**src/rtl/pb_debounce_pkg.sv**
```systemverilog
// Shared definitions for the pushbutton debouncer.
// State encodings and debounce-length constants.
package pb_debounce_pkg;

  typedef enum logic [1:0] {
    LO_STABLE = 2'b00,
    LO_CHK    = 2'b01,
    HI_STABLE = 2'b10,
    HI_CHK    = 2'b11
  } db_state_e;

  localparam int STABLE_CYCLES_DEF = 1000000;
  localparam int STABLE_CYCLES_SIM = 8;

endpackage

```
**src/rtl/sync_2ff.sv**
```systemverilog
// Two-flop synchroniser for asynchronous board inputs.
// Resets to 0; only q_o is safe to use in the clk domain.
module sync_2ff (
  input  logic clk,
  input  logic reset,
  input  logic d_i,
  output logic q_o
);

  logic s1_q;
  logic s2_q;

  always_ff @(posedge clk or posedge reset) begin
    if (reset) begin
      s1_q <= 1'b0;
      s2_q <= 1'b0;
    end else begin
      s1_q <= d_i;
      s2_q <= s1_q;
    end
  end

  assign q_o = s2_q;

endmodule

```
**src/rtl/pb_debounce.sv**
```systemverilog
// Pushbutton debouncer: synchroniser, stability FSM and
// registered level plus one-cycle press/release pulses.
import pb_debounce_pkg::*;

module pb_debounce #(
  parameter int STABLE_CYCLES = STABLE_CYCLES_DEF,
  parameter int CNT_W = $clog2(STABLE_CYCLES)
) (
  input  logic clk,
  input  logic reset,
  input  logic pb_raw,
  output logic db_level,
  output logic press_pulse,
  output logic release_pulse
);

  localparam logic [CNT_W-1:0] CNT_ONE  = CNT_W'(1);
  localparam logic [CNT_W-1:0] CNT_LAST =
    CNT_W'(STABLE_CYCLES - 1);

  logic             s2;
  db_state_e        state_q;
  logic [CNT_W-1:0] cnt_q;
  logic             level_q;
  logic             press_q;
  logic             release_q;

  sync_2ff u_sync (
    .clk   (clk),
    .reset (reset),
    .d_i   (pb_raw),
    .q_o   (s2)
  );

  // cnt_q counts consecutive edges s2 differs from level_q
  always_ff @(posedge clk or posedge reset) begin
    if (reset) begin
      state_q   <= LO_STABLE;
      cnt_q     <= '0;
      level_q   <= 1'b0;
      press_q   <= 1'b0;
      release_q <= 1'b0;
    end else begin
      press_q   <= 1'b0;
      release_q <= 1'b0;
      unique case (state_q)
        LO_STABLE: begin
          if (s2) begin
            state_q <= LO_CHK;
            cnt_q   <= CNT_ONE;
          end else begin
            cnt_q   <= '0;
          end
        end
        LO_CHK: begin
          if (!s2) begin
            state_q <= LO_STABLE;
            cnt_q   <= '0;
          end else if (cnt_q == CNT_LAST) begin
            state_q <= HI_STABLE;
            cnt_q   <= '0;
            level_q <= 1'b1;
            press_q <= 1'b1;
          end else begin
            cnt_q   <= cnt_q + CNT_ONE;
          end
        end
        HI_STABLE: begin
          if (!s2) begin
            state_q <= HI_CHK;
            cnt_q   <= CNT_ONE;
          end else begin
            cnt_q   <= '0;
          end
        end
        HI_CHK: begin
          if (s2) begin
            state_q <= HI_STABLE;
            cnt_q   <= '0;
          end else if (cnt_q == CNT_LAST) begin
            state_q   <= LO_STABLE;
            cnt_q     <= '0;
            level_q   <= 1'b0;
            release_q <= 1'b1;
          end else begin
            cnt_q     <= cnt_q + CNT_ONE;
          end
        end
      endcase
    end
  end

  assign db_level      = level_q;
  assign press_pulse   = press_q;
  assign release_pulse = release_q;

endmodule

```
**config.mk**
```make
export PLATFORM = sky130hd
export DESIGN_NAME = pb_debounce
export DESIGN_NICKNAME = d
export VERILOG_FILES = /design/src/rtl/pb_debounce_pkg.sv /design/src/rtl/sync_2ff.sv /design/src/rtl/pb_debounce.sv
export SDC_FILE = /design/constraint.sdc
export NUM_CORES = 1
export LEC_CHECK = 0
export BUFFER_PORTS_ARGS = -buffer_cell sky130_fd_sc_hd__buf_4
export CAP_MARGIN = 25
export CORE_AREA = 2 2 62 64
export DETAILED_ROUTE_END_ITERATION = 6
export DIE_AREA = 0 0 64 66
export PLACE_DENSITY = 0.59
export SETUP_SLACK_MARGIN = 0.15
export SLEW_MARGIN = 20
export SYNTH_ARGS = -nofsm -noshare
export SYNTH_HDL_FRONTEND = slang
export SYNTH_HIERARCHICAL = 1
export SYNTH_SLANG_ARGS = --single-unit
```
**constraint.sdc**
```tcl
create_clock -name clk -period 2.3 [get_ports clk]
set_clock_uncertainty 0.2 [all_clocks]
set_input_delay 0 -clock clk [delete_from_list [all_inputs] [get_ports clk]]
set_output_delay 0 -clock clk [all_outputs]
set_load 0.02 [all_outputs]
```
* Word level (Yosys, flattened, before mapping)
Cells that the tools add are included. Widths: inputs -> output; s select.
Operators by class: add/sub/neg operators 1, muxes and demuxes 23, equal/unequal tests 12, reductions and logical operators 4
Operators by type and width (count):
- $pmux 20 s4 | 1
- $mux 20 | 3
- $add 20x1->20 const B | 1
- $eq 20x20->1 const B | 1
- $mux 2 | 6
- $mux 1 | 11
- $ne 2x2->1 const B | 4
- $pmux 2 s4 | 1
- $reduce_and 5->1 | 1
- $eq 2x2->1 const B | 2
- $ne 2x1->1 const B | 2
- $reduce_and 4->1 | 1
- $ne 3x2->1 const B | 1
- $ne 3x3->1 const B | 1
- $eq 2x1->1 const B | 1
- $logic_not 2->1 | 1
- $pmux 1 s2 | 1
- $reduce_bool 2->1 | 1
Storage, ports and cells: register bits 27

* Longest topological paths before layout
word-level depth 4, depth in mapped cells 5

* Cells and area by module
The synthesis kept the hierarchy.
By module, submodules not included:
- pb_debounce | area each 1330.0 um^2, instances 1, cells each 124
- sync_2ff | area each 53.8 um^2, instances 1, cells each 3

* Worst setup path before layout
Ideal clock, no wire load.
path type register to register, start point register cnt_q[7], end point register (tool-made name), arrival time 1479 ps, setup time 118 ps, buffers on the path 0, data required time 1982 ps, slack 503 ps, cell stages (with the launch flop) 5, period minus slack after synthesis 1797 ps, cell sequence dfrtp_1 -> nor4_2 -> nand4_1 -> or3_4 -> a21o_1
RTL lines:
- start, declared | RTL line pb_debounce.sv:23 | logic [CNT_W-1:0] cnt_q;
- start signal, assigned | RTL line pb_debounce.sv:65 | cnt_q <= cnt_q + CNT_ONE;
- start signal, assigned | RTL line pb_debounce.sv:86 | cnt_q <= cnt_q + CNT_ONE;

==> flow_metrics.py <==
metrics = {
    "outcome": {
        "status": "complete, no violations",
    },
    "route": {
        "antenna_left": 0,
        "vias": 943,
        "vias_per_cell": 5.016,
        "drc": 0,
        "postRouteWirelength_um": 2335,
        "wl_per_cell_um": 12.42,
        "drtIter0Drc": 27,
        "firstDrtPassIters": 4,
    },
    "critical_path": {
        "r2r_cells": 4,
        "r2r_slack_ns": 0.33,
        "required_ns": 2.34,
        "crit_type": "flop to flop",
        "worst_path_max_delay_cell": "dfrtp_1",
        "path_cells": "nor4_2 > nand4_1 > or3_4 > a21o_1",
        "start_kind": "flop",
        "cp_top_family": "simple AND/OR/NAND/NOR gates",
        "end_kind": "flop",
        "r2r-start": "cnt_q[7]",
        "critPathMaxFanout": 7,
        "path_buf_inv": 0,
        "slowest_delay_ns": 0.47,
        "cp.arrival_ns": 2.01,
    },
    "placed_design": {
        "io_buffers": 5,
        "gp_congestion": 0.8128,
        "dpl.hpwl_um": 1650,
        "pre_cts_ws_ns": 0.3144,
    },
    "grt": {
        "grt_pass1_wl_um": 4284,
        "antenna_found_initial": 0,
        "grt_use_total": 0.1305,
        "grt_start_max_net_pins": 26,
        "gr-total-overflow": 0,
        "grt_pass1_vias": 946,
    },
    "yosys": {
        "ys_seq_area_frac": 0.4882,
        "synth_most_common_cell": "dfrtp_1",
        "ys_ff_latch": 27,
        "ys_async_sr_fraction": 1.000,
        "syn_avg_cell_area_um2": 10.90,
        "synth_common_cells": "dfrtp_1 (27), nor2_1 (19), xnor2_1 (10)",
        "synth_ff_type": "dfrtp_1",
        "synth-edff-count": 0,
        "syn_inst": 127,
        "synth_cell_types": 39,
        "synth.area.top_cells": "dfrtp_1 (49%), xnor2_1 (6.3%), nor2_1 (5.2%)",
        "synth_nets": 131,
        "yosysTopAreaCellShare": 0.4882,
        "synth_area_leader_cell": "dfrtp_1",
        "syn-cell-area_mm2": 0.001384,
        "yosys_warnings": 6,
    },
    "sta": {
        "fin_crit_ns": 1.967,
        "fin_ws_ns": 0.3331,
        "slew_violations": 0,
        "min_period_over_period": 0.8552,
        "finalSetupTns_ns": 0,
        "rsz0062_at_grt": "false",
        "fmax_mhz": 508.4,
        "hold_viol": 0,
        "worst_pin_slew_ns": 0.3704,
        "setup_viol": 0,
        "max_slew_margin": 0.7512,
    },
    "power_and_ir_drop": {
        "totalPowerFinal_w": 0.0007209,
        "p_switching_w": 0.0001625,
        "clockPowerShare": 0.279,
        "power_frac_comb": 0.048,
        "p_sw_frac": 0.2254,
        "power.density_mw_per_mm2": 465.0,
        "vdd_drop_max_uv": 305.2,
        "power.internal_w": 0.0005584,
        "seqPwrFrac": 0.673,
        "leakage_nw": 0.6835,
    },
    "final_layout": {
        "antennaDiodeCount": 0,
        "n_fill_cell": 355,
        "area_growth_pct": 12.03,
        "drive_gt1_frac": 0.1857,
        "nets": 145,
    },
    "clock_tree": {
        "clk_path_buf_depth": 2,
        "holdBufCountCts": 3,
        "ctsRootBufferMaster": "clkbuf_4",
        "cts_buffers": 3,
        "cts_tree": "yes",
        "clk_latency_ns": 0.33,
        "path_clk_slew_ns": 0.15,
        "clock-sinks": 27,
        "cts_setup_buffers": 0,
        "post_cts_resized": 0,
        "cts_max_level": 1,
    },
    "floorplan": {
        "die_area_mm2": 0.004224,
        "rows": 22,
        "core_area_mm2": 0.003551,
        "die_w_um": 64,
        "start_util": 0.3897,
        "dieHeight_um": 66,
        "pin_count": 6,
    },
    "min_path": {
        "hold_path_class": "input port to async pin",
    },
    "run": {
        "maxCapViolations": 0,
    },
}
==> routing by layer <==
layer | vias up | track usage | wire length [um]
met4 | 0 | 0.03261 | 19
met5 | - | 0 | 0
met3 | 2 | 0.04089 | 69
li1 | 477 | - | -
met2 | 9 | 0.2240 | 1120
met1 | 455 | 0.1589 | 1126
==> flip-flops by register name, indices dropped and copies added, names as in the netlist, named ones only <==
name / flops
press_pulse: 1
state_q: 1
release_pulse: 1
u_sync/s1_q: 1
cnt_q: 20
db_level: 1
u_sync/q_o: 1
==> how the worst max path moves through the flow <==
| stage | end | depth (start not counted) | slack, ns | start |
|---|---|---|---|---|
| 2_1_floorplan | flop | 4 | 0.50 | cnt_q[7] |
| 3_3_place_gp | flop | 4 | 0.32 | cnt_q[7] |
| 3_5_place_dp | flop | 4 | 0.31 | cnt_q[7] |
| 4_1_cts | flop | 4 | 0.31 | cnt_q[7] |
| 5_1_grt | flop | 4 | 0.21 | cnt_q[7] |
| 6_report | flop | 4 | 0.33 | cnt_q[7] |
==> cell usage in the layout, fill, tap and decap left out, types with 2 or more instances in the layout <==
| cell | count |
|---|---|
| clkbuf_4 | 3 |
| a211oi_1 | 2 |
| nand2_1 | 4 |
| nand3_1 | 6 |
| and3_1 | 2 |
| xnor2_1 | 10 |
| nor4_1 | 3 |
| inv_1 | 9 |
| dfrtp_1 | 27 |
| nor2_1 | 19 |
| nand4_4 | 2 |
| o221ai_1 | 2 |
| nor3_1 | 7 |
| a21oi_1 | 2 |
| xor2_1 | 4 |
| nand4_1 | 3 |
| buf_4 | 8 |
| dlygate4sd3_1 | 3 |
| nor4_4 | 2 |
==> cells by family (layout without fill, tap and decap cells) <==
family / Yosys count / after routing / share of synthesized area
xor+xnor: 14 / 14 / 0.08860
simple gates: 60 / 60 / 0.2993
fa+ha+maj: 1 / 1 / 0.009040
buf+inv: 11 / 24 / 0.03255
flops: 27 / 27 / 0.4882
compound gates: 14 / 14 / 0.08229
==> layout make-up <==
cell class | instances | area, um2 | share of cell area
Clock buffer | 3 | 22.52 | 0.01453
Multi-Input combinational cell | 89 | 663.1 | 0.4278
Sequential cell | 27 | 675.6 | 0.4358
Inverter | 9 | 33.78 | 0.02179
Timing Repair Buffer | 11 | 90.09 | 0.05811
Clock inverter | 1 | 5.005 | 0.003228
Tap cell | 48 | 60.06 | 0.03874
==> stage by stage <==
stage | hold WS (ns) | cell area [um2] | std cells | util
6_report | 0.05833 | 1550 | 188 | 0.4366
3_3_place_gp | -0.3338 | 1493 | 181 | 0.4204
3_5_place_dp | -0.3317 | 1493 | 181 | 0.4204
4_1_cts | 0.06164 | 1550 | 188 | 0.4366
2_1_floorplan | -0.4588 | 1384 | 127 | -
5_1_grt | 0.09646 | 1550 | 188 | 0.4366
==> power groups by stage <==
| stage | logic (W) | clock network (W) | registers, W |
|---|---|---|---|
| after global placement | 0.0000318 | 0 | 0.000493 |
| after floorplan | 0.0000205 | 0 | 0.000493 |
| after detailed placement | 0.0000313 | 0 | 0.000494 |
| after global routing | 0.0000396 | 0.000235 | 0.000486 |
| final | 0.0000345 | 0.000201 | 0.000485 |
| after CTS | 0.0000355 | 0.000216 | 0.000485 |
==> worst reg2reg max path: cells and delay by family (launching register included) <==
family	cells	cell delay, ns
and+or+nand+nor	3	1.04
DFF	1	0.47
AOI/OAI and AO/OA	1	0.18
Note: power is estimated with default switching activity, not from simulation.
